`config.mk`:
```
export PLATFORM = sky130hd
export DESIGN_NAME = sc_register_point_shift
export DESIGN_NICKNAME = d
export VERILOG_FILES = /design/src/rtl/sc_register_point_shift_pkg.sv /design/src/rtl/sc_register_point_shift.sv
export SDC_FILE = /design/constraint.sdc
export NUM_CORES = 1
export LEC_CHECK = 0
export ABC_AREA = 1
export BUFFER_PORTS_ARGS = -buffer_cell sky130_fd_sc_hd__buf_2
export CAP_MARGIN = 25
export CORE_MARGIN = 4
export CORE_UTILIZATION = 57
export CTS_CLUSTER_DIAMETER = 30
export CTS_CLUSTER_SIZE = 10
export DETAILED_ROUTE_END_ITERATION = 10
export PLACE_DENSITY = 0.83
export RECOVER_POWER = 100
export SLEW_MARGIN = 5
export SYNTH_ARGS = -nofsm -noshare
export SYNTH_HDL_FRONTEND = slang
export SYNTH_SLANG_ARGS = --single-unit
```
`constraint.sdc`:
```
create_clock -name SC_STATEMACHINEPOINT_CLOCK_50 -period 2.1 [get_ports SC_STATEMACHINEPOINT_CLOCK_50]
set_input_delay 0.21 -clock SC_STATEMACHINEPOINT_CLOCK_50 [delete_from_list [all_inputs] [get_ports SC_STATEMACHINEPOINT_CLOCK_50]]
set_output_delay 0.21 -clock SC_STATEMACHINEPOINT_CLOCK_50 [all_outputs]
set_load 0.005 [all_outputs]
```
`src/rtl/sc_register_point_shift_pkg.sv`:
```
// Shared definitions for the player-car position register
// and the point-control FSM that commands it.
package sc_register_point_shift_pkg;

    // Shift-selection encoding driven by the point-control FSM.
    typedef enum logic [1:0] {
        SHIFT_NONE  = 2'b00,
        SHIFT_LEFT  = 2'b01,
        SHIFT_RIGHT = 2'b10,
        SHIFT_HOLD  = 2'b11
    } shift_sel_e;

    // Default geometry of the lane register.
    localparam int          DEF_WIDTH     = 8;
    localparam logic [7:0]  DEF_INIT_POS  = 8'b0001_0000;
    localparam int          DEF_CNT_WIDTH = 8;

endpackage

```
`src/rtl/sc_register_point_shift.sv`:
```
// One-hot player-car position register with edge detection,
// refused-shift pulse and a saturating accepted-move counter.
module sc_register_point_shift
    import sc_register_point_shift_pkg::*;
#(
    parameter int               WIDTH     = DEF_WIDTH,
    parameter logic [WIDTH-1:0] INIT_POS  = WIDTH'(DEF_INIT_POS),
    parameter int               CNT_WIDTH = DEF_CNT_WIDTH
) (
    input  logic                 SC_STATEMACHINEPOINT_CLOCK_50,
    input  logic                 SC_STATEMACHINEPOINT_RESET_InHigh,
    input  logic                 SC_REGPOINT_clear_InLow,
    input  logic                 SC_REGPOINT_load_InLow,
    input  logic [1:0]           SC_REGPOINT_shiftselection_In,
    output logic [WIDTH-1:0]     SC_REGPOINT_data_OutBUS,
    output logic                 SC_REGPOINT_sidecomparator_OutLow,
    output logic                 SC_REGPOINT_blocked_OutHigh,
    output logic [CNT_WIDTH-1:0] SC_REGPOINT_moves_OutBUS
);

    logic [WIDTH-1:0]     data;
    logic [WIDTH-1:0]     data_next;
    logic [CNT_WIDTH-1:0] moves;
    logic [CNT_WIDTH-1:0] moves_next;
    logic [CNT_WIDTH-1:0] moves_sat;
    logic                 blocked;
    logic                 blocked_next;
    logic                 can_left;
    logic                 can_right;

    // A shift is only legal from a loaded position not already at that edge.
    assign can_left  = (data != '0) && !data[WIDTH-1];
    assign can_right = (data != '0) && !data[0];

    // Counter sticks at all-ones; the position still moves once saturated.
    assign moves_sat = (moves == '1) ? moves : moves + CNT_WIDTH'(1);

    // Next-state decode: clear beats load beats shift beats hold.
    always_comb begin
        data_next    = data;
        moves_next   = moves;
        blocked_next = 1'b0;
        if (!SC_REGPOINT_clear_InLow) begin
            data_next  = '0;
            moves_next = '0;
        end else if (!SC_REGPOINT_load_InLow) begin
            data_next = INIT_POS;
        end else begin
            case (shift_sel_e'(SC_REGPOINT_shiftselection_In))
                SHIFT_LEFT: begin
                    if (can_left) begin
                        data_next  = data << 1;
                        moves_next = moves_sat;
                    end else begin
                        blocked_next = 1'b1;
                    end
                end
                SHIFT_RIGHT: begin
                    if (can_right) begin
                        data_next  = data >> 1;
                        moves_next = moves_sat;
                    end else begin
                        blocked_next = 1'b1;
                    end
                end
                default: blocked_next = 1'b0;
            endcase
        end
    end

    // State register; reset forces the unloaded, zero-count state at once.
    always_ff @(posedge SC_STATEMACHINEPOINT_CLOCK_50
                or posedge SC_STATEMACHINEPOINT_RESET_InHigh) begin
        if (SC_STATEMACHINEPOINT_RESET_InHigh) begin
            data    <= '0;
            moves   <= '0;
            blocked <= 1'b0;
        end else begin
            data    <= data_next;
            moves   <= moves_next;
            blocked <= blocked_next;
        end
    end

    assign SC_REGPOINT_data_OutBUS           = data;
    assign SC_REGPOINT_moves_OutBUS          = moves;
    assign SC_REGPOINT_blocked_OutHigh       = blocked;
    assign SC_REGPOINT_sidecomparator_OutLow = ~(data[WIDTH-1] | data[0]);

endmodule

```
**Word level (Yosys, flattened, before mapping)**

Cells that the tools add are included.

- Register bits after elaboration: 17
- Output and inout bits: 18
- Bits of input ports: 6
- Word-level logic and storage cells: 39

- Add/subtract/negate cells: 1
- Multiplexer cells: 16
- Bitwise gates (word level): 2
- Reductions and logical operators: 7
- Equality and inequality tests: 10

Operators with widths:

| kind | count |
|---|---|
| $mux 8 | 9 |
| $pmux 8 s2 | 2 |
| $add 8x1->8 const B | 1 |
| $eq 8x8->1 const B | 1 |
| $ne 4x4->1 const B | 2 |
| $reduce_bool 8->1 | 1 |
| $ne 3x3->1 const B | 2 |
| $mux 1 | 4 |
| $ne 4x2->1 const B | 1 |
| $reduce_and 4->1 | 1 |
| $ne 3x1->1 const B | 1 |
| $reduce_and 3->1 | 1 |
| $eq 2x1->1 const B | 1 |
| $eq 2x2->1 const B | 1 |
| $logic_and 1x1->1 | 2 |
| $logic_not 1->1 | 2 |
| $ne 2x1->1 const B | 1 |
| $pmux 1 s2 | 1 |
| $not 1->1 | 1 |
| $or 1x1->1 | 1 |

**Longest topological paths before layout**

- Word-level depth: 6
- Mapped depth: 9
- Gate-level depth less buffers: 9

**Worst setup path after synthesis**

OpenSTA, ideal clock, no wires.

- Path kind: register -> register
- Start: register moves[0] (netlist: SC_REGPOINT_moves_OutBUS[0])
- End: register moves[2] (netlist: SC_REGPOINT_moves_OutBUS[2])
- Library setup time: 0.065 ns
- Period minus slack after synthesis: 1.389 ns
- Cell stages (with the launch flop): 9
- Path buffers: 0
- Arrival time: 1.324 ns
- Slack: 0.711 ns
- Required time: 2.035 ns
- Cells stage by stage: dfrtp_1 -> ha_1 -> nand2_1 -> nor2_1 -> a21oi_1 -> nand3_2 -> nand2_4 -> nand2_1 -> nand2_1

- Word-level cells in the longest chain between the ends: 6
- Elaborated cells on any way between the ends: 8
- Those cells by class: add/sub (1); eq/ne (1); mux (6)

Ends and longest elaborated chain:

| element | RTL line | text |
|---|---|---|
| start, declared | sc_register_point_shift.sv:23 | `logic [CNT_WIDTH-1:0] moves;` |
| start signal, assigned | sc_register_point_shift.sv:80 | `moves <= moves_next;` |
| $add 8x1->8 / $eq 8x8->1 (equally long branches) | sc_register_point_shift.sv:36 | `assign moves_sat = (moves == '1) ? moves : moves + CNT_WIDTH'(1);` |
| $mux 8 (*) | sc_register_point_shift.sv:36 |  |
| $mux 8 (on tied branches) | sc_register_point_shift.sv:59, sc_register_point_shift.sv:51 |  |
| $pmux 8 s2 (*) | sc_register_point_shift.sv:49 | `case (shift_sel_e'(SC_REGPOINT_shiftselection_In))` |
| $mux 8 (*) | sc_register_point_shift.sv:46 | `end else if (!SC_REGPOINT_load_InLow) begin` |
| $mux 8 (*) | sc_register_point_shift.sv:43 | `if (!SC_REGPOINT_clear_InLow) begin` |

Every way passes the cells marked *; elsewhere a longest branch is shown, timed or not. The select of a mux whose other input is x is not followed.
A chain may end at the register's enable or synchronous reset.

**Final worst setup path**

- Start: register moves[0] (netlist: SC_REGPOINT_moves_OutBUS[0])
- End: register moves[6] (netlist: SC_REGPOINT_moves_OutBUS[6])

The elaborated chain is that of the path after synthesis.

==> results list <==
* Netlist area before placement: 1090 um^2
- Area fraction of the dominant cell type after synthesis: 38.9%
- Status: finished, violations left
- Hold Crit Class: input pin to asynchronous set/reset pin
- F_max: 593 MHz
- The initial antenna violation count is 0.
- Count of vias placed by the detailed router: 1081
* Synth-to-Final Area Change: 11.8%
- In this run the tightest slew margin relative to its limit is 55.7%.
- In the final layout, the share of cells above drive strength 1 is around 13%.
- In the post-synthesis netlist, the biggest area contributors are dfrtp_1, nand2_1, nand3_1.
- Routability cong.: about 0.86
- Number of buffers added for setup after CTS: 0
- Syn Area/Cell: 6.96 um^2
- Number of global-route vias before repair: 968
- Source-to-sink clock delay at the later pin of the worst-skew pair: 0.30 ns
- Total number of H-tree levels: 1
- Routed Antenna Nets: 0
- Setup repair after global routing left no endpoint under its margin.
* Arrival time reported for the critical path endpoint: 1.88 ns
- The final critical path takes up about 80% of the cycle.
- Final setup violation count: 0
- The tool flagged a number of max-cap violations equal to 0.
- The floorplan has 15 rows.
- Power Dens Cells: 551 nW/um^2
- Maximum buffer depth of the clock tree: 2
- The final hold violation count is 17.
- Counting flops and latches in the post-synthesis netlist gives 17.
* Io pins: 24
- Pre-CTS setup slack: 0.461 ns
* Maximum number of pins on one net before global-route repair: 18
- Overall die area: around 2700 um^2
* Count of cell types in the netlist: 20
* Synthesized Nets: 166
- For this design, the CTS-stage hold fixing added 0 buffers.
* Register area share after synthesis: just under 40%
* Average vias per placed instance: 5.25
- Routed length per placed instance: 12.1 um
- In this run, the number of DRC markers left after iteration 0 of detailed routing was 30.
- Across all hold checks on the routed design, the worst slack comes to -0.0108 ns.
* Max-slew violation count: 0
* Warnings from Yosys: 0
- After technology mapping, the gate count stands at 157.
* Starting Density: 61.9%
* Area leader, netlist: dfrtp_1
- Critical Path Source Type: register
* Half-perimeter wire length after placement: 1.80 mm
- WP data required: 2.30 ns
- The number of antenna diodes in the final layout is 0.
- DRC viols: 0
* Worst-case clock skew: 0.00101 ns
- Clock tree from TritonCTS: done
- The worst path meets setup with around 0.41 ns of slack.
- Global-route wire length before repair: 4.18 mm
- In this run the standard cell core region covers 1760 um^2.
- In the final timing run, aggregate negative setup slack is 0 ns.
- For this run, the post-layout net count is around 190.
* Clk root buf: clkbuf_4
* Total wire length after detailed routing: 2.50 mm
- Total congestion overflow after global routing: 0
- 1st-pass router iterations: 4
- Clock tree synthesis found a total of 17 sinks.
* Number of clock buffers inserted by TritonCTS: 3
- GR Util All Layers: between 20% and 30%
* Minimum clock period: approximately 1.7 ns
- Tightest Pin Transition: 0.663 ns
- Clk slew on worst S/H paths: 0.10 ns
- In this run the tool buffered the top-level ports with 23 buffer cells.
- Failing checks: hold timing
- Worst supply voltage drop on vdd: 0.000371 V
- Die Span Y: approximately 52 um
* Critical path capture point type: register
- The worst setup path is of the register to register kind.
* Static power due to leakage: 0.000666 uW
- Number of cells upsized or downsized after cts: 0
- Largest fanout on the critical path: 9
- The die is 51.8 um wide.
worst max-delay path: stages, from the launching register on:
cell	delay, ns
dfrtp_1	0.44
ha_1	0.19
nand2_1	0.07
nor2_1	0.22
a21oi_1	0.11
nand3_1	0.29
nand2_4	0.14
nand2_1	0.08
nand2_1	0.05
registers in the layout, indices dropped and copies added, names as in the netlist:
signal                       cells
SC_REGPOINT_blocked_OutHigh      1
SC_REGPOINT_data_OutBUS          8
SC_REGPOINT_moves_OutBUS         8
Yosys cell counts:
master          number
dlymetal6s2s_1       1
clkinv_1             1
nand3b_2             1
xor2_1               1
nor2_1              17
nor3_1               7
dfrtp_1             17
o21ai_2              1
buf_6                1
nand2_1             47
o21ai_0             11
ha_1                 3
nand2_4              1
a21oi_1              3
buf_2                1
xnor2_1              1
nor3b_1              2
nand3_1             22
nand3_2              1
inv_1               18
kinds of logic (layout without fill, tap and decap cells):
| group | Yosys count | after routing | share of synthesized area [%] |
|---|---|---|---|
| DFF | 17 | 17 | 38.9 |
| AOI/OAI and AO/OA | 15 | 15 | 7.22 |
| xor gates and xnor gates | 2 | 2 | 1.60 |
| and+or+nand+nor | 98 | 98 | 39.6 |
| buffers and inverters | 22 | 46 | 9.16 |
| adders and majority gates | 3 | 3 | 3.44 |
cells in the final DEF (no fill, tap or decap), drive strengths merged:
master | synthesis | final
nand3 | 23 | 23
nor3b | 2 | 2
nand3b | 1 | 1
xnor2 | 1 | 1
ha | 3 | 3
nand2 | 48 | 48
a21oi | 3 | 3
clkinv | 1 | 1
nor2 | 17 | 17
buf | 2 | 18
inv | 18 | 18
o21ai | 12 | 12
clkbuf | 0 | 9
dfrtp | 17 | 17
nor3 | 7 | 7
xor2 | 1 | 1
worst paths after layout:
path | endpoint | startpoint | slack, ns | cells after the start
worst max-delay path | SC_REGPOINT_moves_OutBUS[6]$_DFFE_PP0P_ | SC_REGPOINT_moves_OutBUS[0]$_DFFE_PP0P_ | 0.41 | 8
max in group asynchronous | SC_REGPOINT_moves_OutBUS[2]$_DFFE_PP0P_ | SC_STATEMACHINEPOINT_RESET_InHigh | 1.69 | 2
min in group SC_STATEMACHINEPOINT_CLOCK_50 | SC_REGPOINT_blocked_OutHigh$_DFF_PP0_ | SC_REGPOINT_shiftselection_In[1] | 0.27 | 3
worst max register to register | SC_REGPOINT_moves_OutBUS[6]$_DFFE_PP0P_ | SC_REGPOINT_moves_OutBUS[0]$_DFFE_PP0P_ | 0.41 | 8
worst min-delay path | SC_REGPOINT_data_OutBUS[7]$_DFFE_PP0P_ | SC_STATEMACHINEPOINT_RESET_InHigh | -0.01 | 2
worst min register to register | SC_REGPOINT_moves_OutBUS[3]$_DFFE_PP0P_ | SC_REGPOINT_moves_OutBUS[3]$_DFFE_PP0P_ | 0.55 | 2
stage by stage:
| step | hold WS, ns | power [uW] | cells | util [%] | area, um^2 |
|---|---|---|---|---|---|
| after CTS | 0.0204 | 678 | 206 | 70.1 | 1240 |
| after floorplan | 0.136 | 456 | 157 | - | 1090 |
| final | -0.0108 | 673 | 206 | 69.2 | 1220 |
| after detailed placement | 0.346 | 498 | 202 | 68.6 | 1210 |
| after global placement | 0.324 | 494 | 202 | 68.6 | 1210 |
| after global routing | 0.0410 | 714 | 206 | 69.2 | 1220 |
per-layer routing:
| metal | share of wire (%) | track usage, % | vias to the layer above | wire, um |
|---|---|---|---|---|
| met3 | 6.2 | 2.58 | 7 | 156 |
| met1 | 44 | 27.1 | 487 | 1090 |
| li1 | - | - | 551 | - |
| met4 | 2.0 | 8.73 | 0 | 51 |
| met2 | 48 | 35.0 | 36 | 1200 |
| met5 | 0 | 0 | - | 0 |
final cells by class:
cell class	count	area, um^2
Clock buffer	4	26.3
Fill cell	181	543
Inverter	19	71.3
Multi-Input combinational cell	118	558
Sequential cell	17	425
Tap cell	25	31.3
Timing Repair Buffer	23	109
power by group:
| group | internal, uW | switching, uW | total (uW) |
|---|---|---|---|
| registers | 342 | 18.4 | 361 |
| clock network | 74.0 | 111 | 185 |
| logic | 44.6 | 83.4 | 128 |
| total | 461 | 212 | 673 |
Note: power is estimated with default switching activity, not from simulation.
